**config.mk**
```make
export PLATFORM = sky130hd
export DESIGN_NAME = reset_sequencer_flat
export DESIGN_NICKNAME = d
export VERILOG_FILES = /design/src/rtl/reset_sequencer_pkg.sv /design/src/rtl/reset_sequencer_if.sv /design/src/rtl/reset_sequencer_delay_counter.sv /design/src/rtl/reset_sequencer.sv /design/src/flat_wrapper.sv
export SDC_FILE = /design/constraint.sdc
export NUM_CORES = 1
export LEC_CHECK = 0
export ABC_AREA = 0
export ABC_CLOCK_PERIOD_IN_PS = 4140
export CORE_MARGIN = 3
export CORE_UTILIZATION = 30
export CTS_BUF_LIST = sky130_fd_sc_hd__clkbuf_8
export DETAILED_ROUTE_END_ITERATION = 7
export GPL_TIMING_DRIVEN = 0
export PLACE_DENSITY_LB_ADDON = 0.05
export SYNTH_ARGS = -nofsm -noshare
export SYNTH_HDL_FRONTEND = slang
export SYNTH_SLANG_ARGS = --single-unit
```
**constraint.sdc**
```tcl
create_clock -name iCLK -period 4.14 [get_ports iCLK]
set_input_delay 0.414 -clock iCLK [delete_from_list [all_inputs] [get_ports iCLK]]
set_output_delay 0.414 -clock iCLK [all_outputs]
set_load 0.01 [all_outputs]
```
**src/rtl/reset_sequencer_pkg.sv**
```systemverilog
// reset_sequencer_pkg: shared types and helpers for the board reset sequencer.
//   state_e      - FSM state encoding (values are visible on oSTATE)
//   CntWDefault  - default width of the shared delay/timeout counter
//   idx_width()  - bits needed to hold a stage index
package reset_sequencer_pkg;

  typedef enum logic [2:0] {
    StIdle   = 3'd0,
    StHold   = 3'd1,
    StRel    = 3'd2,
    StSettle = 3'd3,
    StDone   = 3'd4,
    StFault  = 3'd5
  } state_e;

  localparam int unsigned CntWDefault = 20;

  function automatic int unsigned idx_width(input int unsigned n);
    return (n > 1) ? $clog2(n) : 1;
  endfunction

endpackage

```
**src/rtl/reset_sequencer_if.sv**
```systemverilog
// reset_sequencer_if: status/handshake bundle between the sequencer and the board.
//   iSTART     - power-on timer done level (1 = supplies stable)
//   iREADY     - per-stage ready/ack level, bit k = stage k
//   oSTAGE_RST - per-stage active-high reset, bit k = stage k
//   oDONE      - all stages released and ready
//   oERROR     - sticky timeout / loss-of-ready flag
//   oSTATE     - current sequencer state, for debug
// master: the board side driving start/ready; slave: the sequencer.
interface reset_sequencer_if #(
  parameter int unsigned NUM_STAGES = 3
);

  logic                  iSTART;
  logic [NUM_STAGES-1:0] iREADY;
  logic [NUM_STAGES-1:0] oSTAGE_RST;
  logic                  oDONE;
  logic                  oERROR;
  logic [2:0]            oSTATE;

  modport master (
    output iSTART, iREADY,
    input  oSTAGE_RST, oDONE, oERROR, oSTATE
  );

  modport slave (
    input  iSTART, iREADY,
    output oSTAGE_RST, oDONE, oERROR, oSTATE
  );

endinterface

```
**src/rtl/reset_sequencer_delay_counter.sv**
```systemverilog
// reset_sequencer_delay_counter: shared up-counter for hold, settle and timeout intervals.
//   iCLK, iRST - clock and synchronous active-high reset
//   i_clr      - clear to zero (wins over i_en)
//   i_en       - increment by one
//   i_term     - terminal value to compare against
//   o_tc       - count currently equals i_term
module reset_sequencer_delay_counter
  import reset_sequencer_pkg::*;
#(
  parameter int unsigned CNT_W = CntWDefault
) (
  input  logic             iCLK,
  input  logic             iRST,
  input  logic             i_clr,
  input  logic             i_en,
  input  logic [CNT_W-1:0] i_term,
  output logic             o_tc
);

  logic [CNT_W-1:0] r_cnt;

  always_ff @(posedge iCLK) begin
    if (iRST || i_clr) begin
      r_cnt <= '0;
    end else if (i_en) begin
      r_cnt <= r_cnt + 1'b1;
    end
  end

  assign o_tc = (r_cnt == i_term);

endmodule

```
**src/rtl/reset_sequencer.sv**
```systemverilog
// reset_sequencer: releases subsystem resets one stage at a time after power-on.
//   iCLK, iRST - clock and synchronous active-high reset
//   bus        - slave side of reset_sequencer_if (start/ready in, resets/status out)
// Every stage stays in reset for HOLD_CYCLES after start, then stages are released in
// order; each must raise ready within TIMEOUT_CYCLES and is followed by SETTLE_CYCLES
// before the next release. Timeout or ready loss after completion parks in a sticky fault.
module reset_sequencer
  import reset_sequencer_pkg::*;
#(
  parameter int unsigned NUM_STAGES     = 3,
  parameter int unsigned CNT_W          = CntWDefault,
  parameter int unsigned HOLD_CYCLES    = 32'h000F_FFFF,
  parameter int unsigned SETTLE_CYCLES  = 32'd1024,
  parameter int unsigned TIMEOUT_CYCLES = 32'h000F_FFFF
) (
  input logic                iCLK,
  input logic                iRST,
  reset_sequencer_if.slave   bus
);

  localparam int unsigned      IdxW        = idx_width(NUM_STAGES);
  localparam logic [CNT_W-1:0] HoldTerm    = CNT_W'(HOLD_CYCLES - 1);
  localparam logic [CNT_W-1:0] SettleTerm  = CNT_W'(SETTLE_CYCLES - 1);
  localparam logic [CNT_W-1:0] TimeoutTerm = CNT_W'(TIMEOUT_CYCLES - 1);
  localparam logic [IdxW-1:0]  LastIdx     = IdxW'(NUM_STAGES - 1);

  state_e                r_state;
  logic [IdxW-1:0]       r_idx;
  logic [NUM_STAGES-1:0] r_stage_rst;
  logic                  r_done;
  logic                  r_error;

  logic                  w_tc;
  logic                  w_cnt_clr;
  logic                  w_cnt_en;
  logic [CNT_W-1:0]      w_term;
  logic                  w_ready_cur;
  logic [IdxW-1:0]       w_idx_next;
  logic [NUM_STAGES-1:0] w_next_mask;

  assign w_idx_next = r_idx + 1'b1;

  // Decoded by loop so a non-power-of-two stage count never indexes out of range.
  always_comb begin
    w_ready_cur = 1'b0;
    w_next_mask = '0;
    for (int unsigned k = 0; k < NUM_STAGES; k++) begin
      if (IdxW'(k) == r_idx)      w_ready_cur    = bus.iREADY[k];
      if (IdxW'(k) == w_idx_next) w_next_mask[k] = 1'b1;
    end
  end

  // One counter serves all timed states; the terminal value follows the state.
  always_comb begin
    w_cnt_clr = 1'b1;
    w_cnt_en  = 1'b0;
    w_term    = '0;
    if (bus.iSTART) begin
      case (r_state)
        StHold: begin
          w_term    = HoldTerm;
          w_cnt_clr = w_tc;
          w_cnt_en  = !w_tc;
        end
        StRel: begin
          w_term    = TimeoutTerm;
          w_cnt_clr = w_ready_cur || w_tc;
          w_cnt_en  = !(w_ready_cur || w_tc);
        end
        StSettle: begin
          w_term    = SettleTerm;
          w_cnt_clr = w_tc;
          w_cnt_en  = !w_tc;
        end
        default: ;
      endcase
    end
  end

  reset_sequencer_delay_counter #(
    .CNT_W (CNT_W)
  ) u_delay_counter (
    .iCLK   (iCLK),
    .iRST   (iRST),
    .i_clr  (w_cnt_clr),
    .i_en   (w_cnt_en),
    .i_term (w_term),
    .o_tc   (w_tc)
  );

  always_ff @(posedge iCLK) begin
    if (iRST || !bus.iSTART) begin
      r_state     <= StIdle;
      r_idx       <= '0;
      r_stage_rst <= '1;
      r_done      <= 1'b0;
      r_error     <= 1'b0;
    end else begin
      case (r_state)
        StIdle: r_state <= StHold;
        StHold: begin
          if (w_tc) begin
            r_state        <= StRel;
            r_idx          <= '0;
            r_stage_rst[0] <= 1'b0;
          end
        end
        StRel: begin
          // Ready is checked first so it wins over a coincident timeout.
          if (w_ready_cur) begin
            r_state <= StSettle;
          end else if (w_tc) begin
            r_state     <= StFault;
            r_stage_rst <= '1;
            r_done      <= 1'b0;
            r_error     <= 1'b1;
          end
        end
        StSettle: begin
          if (w_tc) begin
            if (r_idx == LastIdx) begin
              r_state <= StDone;
              r_done  <= 1'b1;
            end else begin
              r_state     <= StRel;
              r_idx       <= w_idx_next;
              r_stage_rst <= r_stage_rst & ~w_next_mask;
            end
          end
        end
        StDone: begin
          if (!(&bus.iREADY)) begin
            r_state     <= StFault;
            r_stage_rst <= '1;
            r_done      <= 1'b0;
            r_error     <= 1'b1;
          end
        end
        StFault: ;
        default: r_state <= StIdle;
      endcase
    end
  end

  assign bus.oSTAGE_RST = r_stage_rst;
  assign bus.oDONE      = r_done;
  assign bus.oERROR     = r_error;
  assign bus.oSTATE     = r_state;

endmodule

```
**src/flat_wrapper.sv**
```systemverilog
// flat-port wrapper written by rule: the top's interface ports become plain ports
module reset_sequencer_flat import reset_sequencer_pkg::*;
#(
  parameter int unsigned NUM_STAGES     = 3,
  parameter int unsigned CNT_W          = CntWDefault,
  parameter int unsigned HOLD_CYCLES    = 32'h000F_FFFF,
  parameter int unsigned SETTLE_CYCLES  = 32'd1024,
  parameter int unsigned TIMEOUT_CYCLES = 32'h000F_FFFF
)
  (iCLK, iRST, bus_iSTART, bus_iREADY, bus_oSTAGE_RST, bus_oDONE, bus_oERROR, bus_oSTATE);
  reset_sequencer_if #(.NUM_STAGES(NUM_STAGES)) bus_i ();
  input logic iCLK;
  input logic iRST;
  input wire logic [$bits(bus_i.iSTART)-1:0] bus_iSTART;
  input wire logic [$bits(bus_i.iREADY)-1:0] bus_iREADY;
  output wire logic [$bits(bus_i.oSTAGE_RST)-1:0] bus_oSTAGE_RST;
  output wire logic [$bits(bus_i.oDONE)-1:0] bus_oDONE;
  output wire logic [$bits(bus_i.oERROR)-1:0] bus_oERROR;
  output wire logic [$bits(bus_i.oSTATE)-1:0] bus_oSTATE;
  assign bus_i.iSTART = bus_iSTART;
  assign bus_i.iREADY = bus_iREADY;
  assign bus_oSTAGE_RST = bus_i.oSTAGE_RST;
  assign bus_oDONE = bus_i.oDONE;
  assign bus_oERROR = bus_i.oERROR;
  assign bus_oSTATE = bus_i.oSTATE;
  reset_sequencer #(.NUM_STAGES(NUM_STAGES), .CNT_W(CNT_W), .HOLD_CYCLES(HOLD_CYCLES), .SETTLE_CYCLES(SETTLE_CYCLES), .TIMEOUT_CYCLES(TIMEOUT_CYCLES)) u_core (.iCLK(iCLK), .iRST(iRST), .bus(bus_i));
endmodule
```
# Yosys cells after proc, flatten, opt, wreduce, memory -nomap -nowiden

Index checks and enable logic that the tools add are counted.

Output and inout bits: 8
Register bits after elaboration: 30
Logic and storage cells: 93
Input port bits: 6

Mux-type cells: 40
Bitwise logic cells: 3
Add/sub/neg operators: 2
Equality and inequality tests: 19
Reductions and logical operators: 22

Operators by type and width:

| cell                                                   | count |
|---|---|
| case mux 20 bit (2 select lines)                       | 1 |
| 2-to-1 mux 3 bit                                       | 11 |
| adder 20 x 1 -> 20 bit (second input constant)         | 1 |
| == test 20 bit                                         | 1 |
| 2-to-1 mux 20 bit                                      | 1 |
| case mux 3 bit (6 select lines)                        | 1 |
| 2-to-1 mux 1 bit                                       | 16 |
| AND reduction 6 bit                                    | 2 |
| inequality test 2 x 1 -> 1 bit (second input constant) | 4 |
| AND reduction 4 bit                                    | 2 |
| AND reduction 7 bit                                    | 1 |
| == test 3 x 2 -> 1 bit (second input constant)         | 2 |
| == test 3 bit (second input constant)                  | 2 |
| 2-to-1 mux 2 bit                                       | 3 |
| inequality test 2 bit (second input constant)          | 3 |
| case mux 1 bit (2 select lines)                        | 3 |
| case mux 2 bit (3 select lines)                        | 1 |
| AND reduction 5 bit                                    | 1 |
| == test 1 x 2 -> 1 bit (first input constant)          | 2 |
| == test 2 bit (first input constant)                   | 2 |
| logical NOT 2 bit                                      | 2 |
| case mux 1 bit (4 select lines)                        | 1 |
| case mux 2 bit (2 select lines)                        | 1 |
| nonzero test 2 bit                                     | 2 |
| other kinds (15)                                       | 20 |

# Logic depth before layout (Yosys ltp)

Word-level depth: 9
Depth in mapped cells: 9
Gate-level depth less buffers: 8

# Hierarchy

From an unflattened synthesis, not the netlist that was laid out.

Cell total of the unflattened synthesis: 220
Area total of the unflattened synthesis: 1911.8 µm²

Modules (own cells, without submodules):

| module                        | area an instance (µm²) | seq. area each (µm²) | times used | cells an instance |
|---|---|---|---|---|
| reset_sequencer_delay_counter | 1193.6                 | 400.4                | 1          | 133 |
| reset_sequencer               | 718.2                  | 200.2                | 1          | 87 |

# Worst setup path before layout

No wires, ideal clock.

Path type: register to register
Start: reg u_core.r_state[2], in the netlist u_core.bus.oSTATE[2]
End: reg u_core.r_stage_rst[1], in the netlist u_core.bus.oSTAGE_RST[1]
Setup time: 0.116 ns
Cell stages (with the launch flop): 8
Data required time: 4.024 ns
Buffers on the path: 1
Arrival time: 1.909 ns
Clock period less this slack: 2.025 ns
Slack: 2.115 ns
Path through: dfxtp_1 nand2b_1 or4_4 o31ai_4 o211a_4 buf_6 nand4_1 a31o_1

Word-level cells in the longest chain between the ends: 7
Elaborated cells between the ends (all ways): 16
Classes of those cells: eq/ne: 10; mux: 3; reduce/logical: 3

Ends and longest elaborated chain:

| item                                                             | line                                         | RTL |
|---|---|---|
| from (decl)                                                      | reset_sequencer.sv:27                        | `state_e r_state;` |
| from (signal assigned)                                           | reset_sequencer.sv:93                        | `r_state <= StIdle;` |
| from (signal assigned)                                           | reset_sequencer.sv:100                       | `StIdle: r_state <= StHold;` |
| from (signal assigned)                                           | reset_sequencer.sv:103                       | `r_state <= StRel;` |
| == test 3 x 1 -> 1 bit or == test 3 x 2 -> 1 bit (tied branches) | reset_sequencer.sv:59, reset_sequencer.sv:99 |  |
| OR reduction 2 bit (no source line)                              | n/a                                          |  |
| case mux 20 bit (2 select lines)                                 | reset_sequencer.sv:59                        | `case (r_state)` |
| 2-to-1 mux 20 bit                                                | reset_sequencer.sv:58                        | `if (bus.iSTART) begin` |
| == test 20 bit                                                   | reset_sequencer_delay_counter.sv:30          | `assign o_tc = (r_cnt == i_term);` |
| inequality test 2 x 1 -> 1 bit (no source line)                  | n/a                                          |  |
| AND reduction 6 bit (no source line)                             | n/a                                          |  |
| to (signal assigned)                                             | reset_sequencer.sv:127                       | `r_stage_rst <= r_stage_rst & ~w_next_mask;` |
| to (decl)                                                        | reset_sequencer.sv:29                        | `logic [NUM_STAGES-1:0] r_stage_rst;` |

Several ways; a longest one is shown, not always the timed one.
A chain may end at the register's enable or synchronous reset.

# Worst setup path in the final report

Start: reg u_core.r_idx[0]
End: reg u_core.r_stage_rst[2], in the netlist u_core.bus.oSTAGE_RST[2]

Word-level cells in the longest chain between the ends: 8
Elaborated cells between the ends (all ways): 18
Classes of those cells: add/sub: 1; eq/ne: 6; mux: 7; bitwise: 2; reduce/logical: 2

Ends and longest elaborated chain:

| item                            | line                   | RTL |
|---|---|---|
| from (decl)                     | reset_sequencer.sv:28  | `logic [IdxW-1:0] r_idx;` |
| from (signal assigned)          | reset_sequencer.sv:126 | `r_idx <= w_idx_next;` |
| adder 2 x 1 -> 2 bit            | reset_sequencer.sv:41  | `assign w_idx_next = r_idx + 1'b1;` |
| == test 2 bit                   | reset_sequencer.sv:49  | `if (IdxW'(k) == w_idx_next) w_next_mask[k] = 1'b1;` |
| 2-to-1 mux 1 bit                | reset_sequencer.sv:49  |  |
| inverter 3 bit                  | reset_sequencer.sv:127 |  |
| bitwise AND 3 bit               | reset_sequencer.sv:127 |  |
| 2-to-1 mux 3 bit                | reset_sequencer.sv:121 | `if (r_idx == LastIdx) begin` |
| 2-to-1 mux 3 bit                | reset_sequencer.sv:120 | `if (w_tc) begin` |
| case mux 2 bit (3 select lines) | reset_sequencer.sv:99  | `case (r_state)` |

Several ways; a longest one is shown, not always the timed one. The select of a mux whose other input is x is not followed.

==> metrics.cfg <==
[power]
power-per-cell-area_nw_per_um2 = 293
total_leakage_power_nw = 0.668
power.sequential.fraction_pct = 49.9
max-vdd-ir-drop_mv = 0.107
switchingPower_w = 0.000141
clock_power_share_pct = 41.0
combinational_cell_fraction_of_total_power_pct = 9.1
switching_share_pct = 23.9
power_report.internal_total_w = 0.000447

[sta]
worstMarginPinSlew_ns = 0.656
fin_crit_ns = 2.48
min_period_over_period_pct = 60.0
hold_slack_ns = 0.470
hold_viol = 0
final-max-slew-violation-count = 0
grt_setup_unrepaired = false
setup-tns-final_ns = 0
achievable-frequency_mhz = 403
fin_worst_skew_ns = 0.00398
setup_viol_count_final = 0
max-slew-margin-rel_pct = 55.9

[flow_run]
cap_violations = 0

[synth]
synthesis.area_per_instance_um2 = 8.58
synth_commonest_cells = 31 x sky130_fd_sc_hd__nor2_1, 30 x sky130_fd_sc_hd__dfxtp_1, 15 x sky130_fd_sc_hd__nand2_1
synth_most_common_cell = sky130_fd_sc_hd__nor2_1
synth.largest_area_cell = sky130_fd_sc_hd__dfxtp_1
synth_top_area_share_pct = 35.3
synth_seq_area_share_pct = 35.3
post_synth_instance_area_um2 = 1700
synth.distinct_cells = 45
net_count_of_the_mapped_netlist = 210
netlist_top_cells_area = sky130_fd_sc_hd__dfxtp_1 35%, sky130_fd_sc_hd__nor2_1 6.8%, sky130_fd_sc_hd__xor2_1 6.7%
syn-instance-count = 198
synth-edff-count = 0
synth_seq_cells = 30
synth_async_sr_flop_share_pct = 0
synth-main-ff-cell = sky130_fd_sc_hd__dfxtp_1
synth_warn = 0

[layout]
stdcell_area_um2 = 2010
syn2layout_area_growth_pct = 18.2
diodes = 0
share_of_cells_above_drive_strength_1_pct = 10.0
finalNetCount = 230

[routing]
routed_vias = 1459
avgRoutedWirePerCell_um = 13.1
wirelength_um = 3780
detailedRoute.firstIterationViolations = 61
post-route-drc-count = 0
antenna_violating_nets_post_route = 0
firstDrtPassIters = 4
vias_per_cell = 5.05

[setup_path]
required_ns = 4.31
critical_path.slowest_cell = sky130_fd_sc_hd__nor4_1
cp_slowest_stage_delay_ns = 0.57
critical_path_buf_inv_count = 2
critPathTopFamily = simple AND/OR/NAND/NOR gates
cp.arrival_ns = 2.65
endpoint_kind = register
worstSetupStartpointType = register
path_class = register to register
path_cells = inv_1, ha_1, clkbuf_1, a21oi_1, a22o_1, nor2_1, nor4_1, nand4_1, a31o_1
crit_path_max_fanout = 8

[global_routing]
first_global_vias = 1376
grt_antenna_before_repair = 0
global_route.overflow_total = 0
grt_first_pass_wirelength_um = 6700
grt_start_max_net_pins = 11
grt.total_usage_pct = 13.2

[clocking]
clock_tree_from_tritoncts = done
worst_skew_pair.late_latency_ns = 0.28
cts_buffer_count = 5
cts.repair_timing.setup_buffer_count = 0
ctsRootBufferMaster = sky130_fd_sc_hd__clkbuf_8
postCtsResizedCells = 0
cts_buffer_depth = 2
h-tree-depth = 2
clkSlewWorstSetupHoldPaths_ns = 0.06
clock_sinks = 30
cts_hold_buf = 0

[die]
core-area_um2 = 5300
die_x_um = 81.3
fp.dieArea_um2 = 6600
floorplan.initialDensity_pct = 32.0
dieHeight_um = 81.3
num_rows = 26
ios = 14

[placed_design]
total_cell_area_at_the_placement_stage_um2 = 1920
gpl.final_weighted_congestion = 0.811
io_buffer_count = 13
dp.final_hpwl_um = 2770

[min_path]
min_path_type = register to register

[run_status]
result_of_the_run = finished clean

==> area by class of cell <==
type / instances / area, um2
fillers: 541 / 3290
multi-input cells: 153 / 1010
flip-flops and latches: 30 / 601
repair buffers: 13 / 130
well taps: 70 / 87.6
clock buffers: 6 / 82.6
plain buffers: 9 / 61.3
inverters: 6 / 22.5
clock inverters: 2 / 8.76
==> layer usage <==
metal  vias up  GRT usage, %  share of wire, %
li1        751             -                 -
met1       679          19.1                53
met2        25          17.9                42
met3         4          4.10               3.8
met4         0          4.90              0.90
met5         -             0                 0
==> power by group through the flow <==
stage	combinational, W	sequential, W	clock [W]
floorplan	0.0000355	0.000300	0
finish	0.0000537	0.000293	0.000241
global route	0.0000590	0.000293	0.000272
global placement	0.0000536	0.000300	0
CTS	0.0000538	0.000293	0.000253
detailed placement	0.0000536	0.000300	0
==> state kept, by name (all words and copies together) (netlist names) <==
name,cells
u_core.bus.oDONE,1
u_core.bus.oERROR,1
u_core.bus.oSTAGE_RST,3
u_core.bus.oSTATE,3
u_core.r_idx,2
u_core.u_delay_counter.r_cnt,20
==> cells by family after synthesis <==
family / after synthesis / synth area share, %
XOR/XNOR: 19 / 9.79
AND/OR/NAND/NOR: 98 / 29.5
AO/OA/AOI/OAI: 30 / 16.0
adder cells (fa/ha/maj): 6 / 4.42
buffers and inverters: 15 / 4.93
flip-flops: 30 / 35.3
==> final timing paths <==
| check | startpoint | endpoint | slack (ns) | depth (start not counted) |
|---|---|---|---|---|
| worst min register to register | u_core.bus.oSTAGE_RST[0] | u_core.bus.oSTAGE_RST[0] | 0.47 | 1 |
| worst min-delay path | u_core.bus.oSTAGE_RST[0] | u_core.bus.oSTAGE_RST[0] | 0.47 | 1 |
| worst max register to register | u_core.r_idx[0] | u_core.bus.oSTAGE_RST[2] | 1.66 | 9 |
| worst max-delay path | u_core.r_idx[0] | u_core.bus.oSTAGE_RST[2] | 1.66 | 9 |
==> worst reg2reg max path: cells and delay by family, from the launching register on <==
kind	cells	cell delay [ns]
AO/OA/AOI/OAI	3	0.60
adder cells (fa/ha/maj)	1	0.20
buffers and inverters	2	0.31
flip-flops	1	0.41
AND/OR/NAND/NOR	3	0.86
==> layout by cell type (no fill, tap or decap), types with 2 or more instances in the layout <==
cell,Yosys,layout
sky130_fd_sc_hd__buf_6,3,3
sky130_fd_sc_hd__a31oi_1,2,2
sky130_fd_sc_hd__a31o_1,2,2
sky130_fd_sc_hd__nand2b_1,3,3
sky130_fd_sc_hd__and2_1,3,3
sky130_fd_sc_hd__nor2_1,31,31
sky130_fd_sc_hd__a21o_1,2,2
sky130_fd_sc_hd__or4_4,2,2
sky130_fd_sc_hd__clkbuf_1,4,4
sky130_fd_sc_hd__ha_1,6,6
sky130_fd_sc_hd__nand4_1,8,8
sky130_fd_sc_hd__nor4_1,6,6
sky130_fd_sc_hd__o31ai_1,3,3
sky130_fd_sc_hd__and4_1,4,4
sky130_fd_sc_hd__dfxtp_1,30,30
sky130_fd_sc_hd__nor2b_1,3,3
sky130_fd_sc_hd__xor2_1,13,13
sky130_fd_sc_hd__clkbuf_8,0,6
sky130_fd_sc_hd__clkdlybuf4s50_1,0,13
sky130_fd_sc_hd__and3_1,3,3
sky130_fd_sc_hd__inv_1,6,7
sky130_fd_sc_hd__a211oi_1,2,2
sky130_fd_sc_hd__a21oi_1,4,4
sky130_fd_sc_hd__nor3_1,6,6
sky130_fd_sc_hd__nand2_1,15,15
sky130_fd_sc_hd__xnor2_1,6,6
sky130_fd_sc_hd__nand3_1,11,11
==> through the flow <==
step	power, W	std cells	setup WS (ns)	utilization (%)
finish	0.000588	289	1.66	37.9
global route	0.000624	289	1.43	37.9
CTS	0.000600	289	1.68	37.9
detailed placement	0.000353	281	1.44	36.1
global placement	0.000353	281	1.47	36.1
floorplan	0.000336	198	2.12	-
Note: power is estimated with default switching activity, not from simulation.
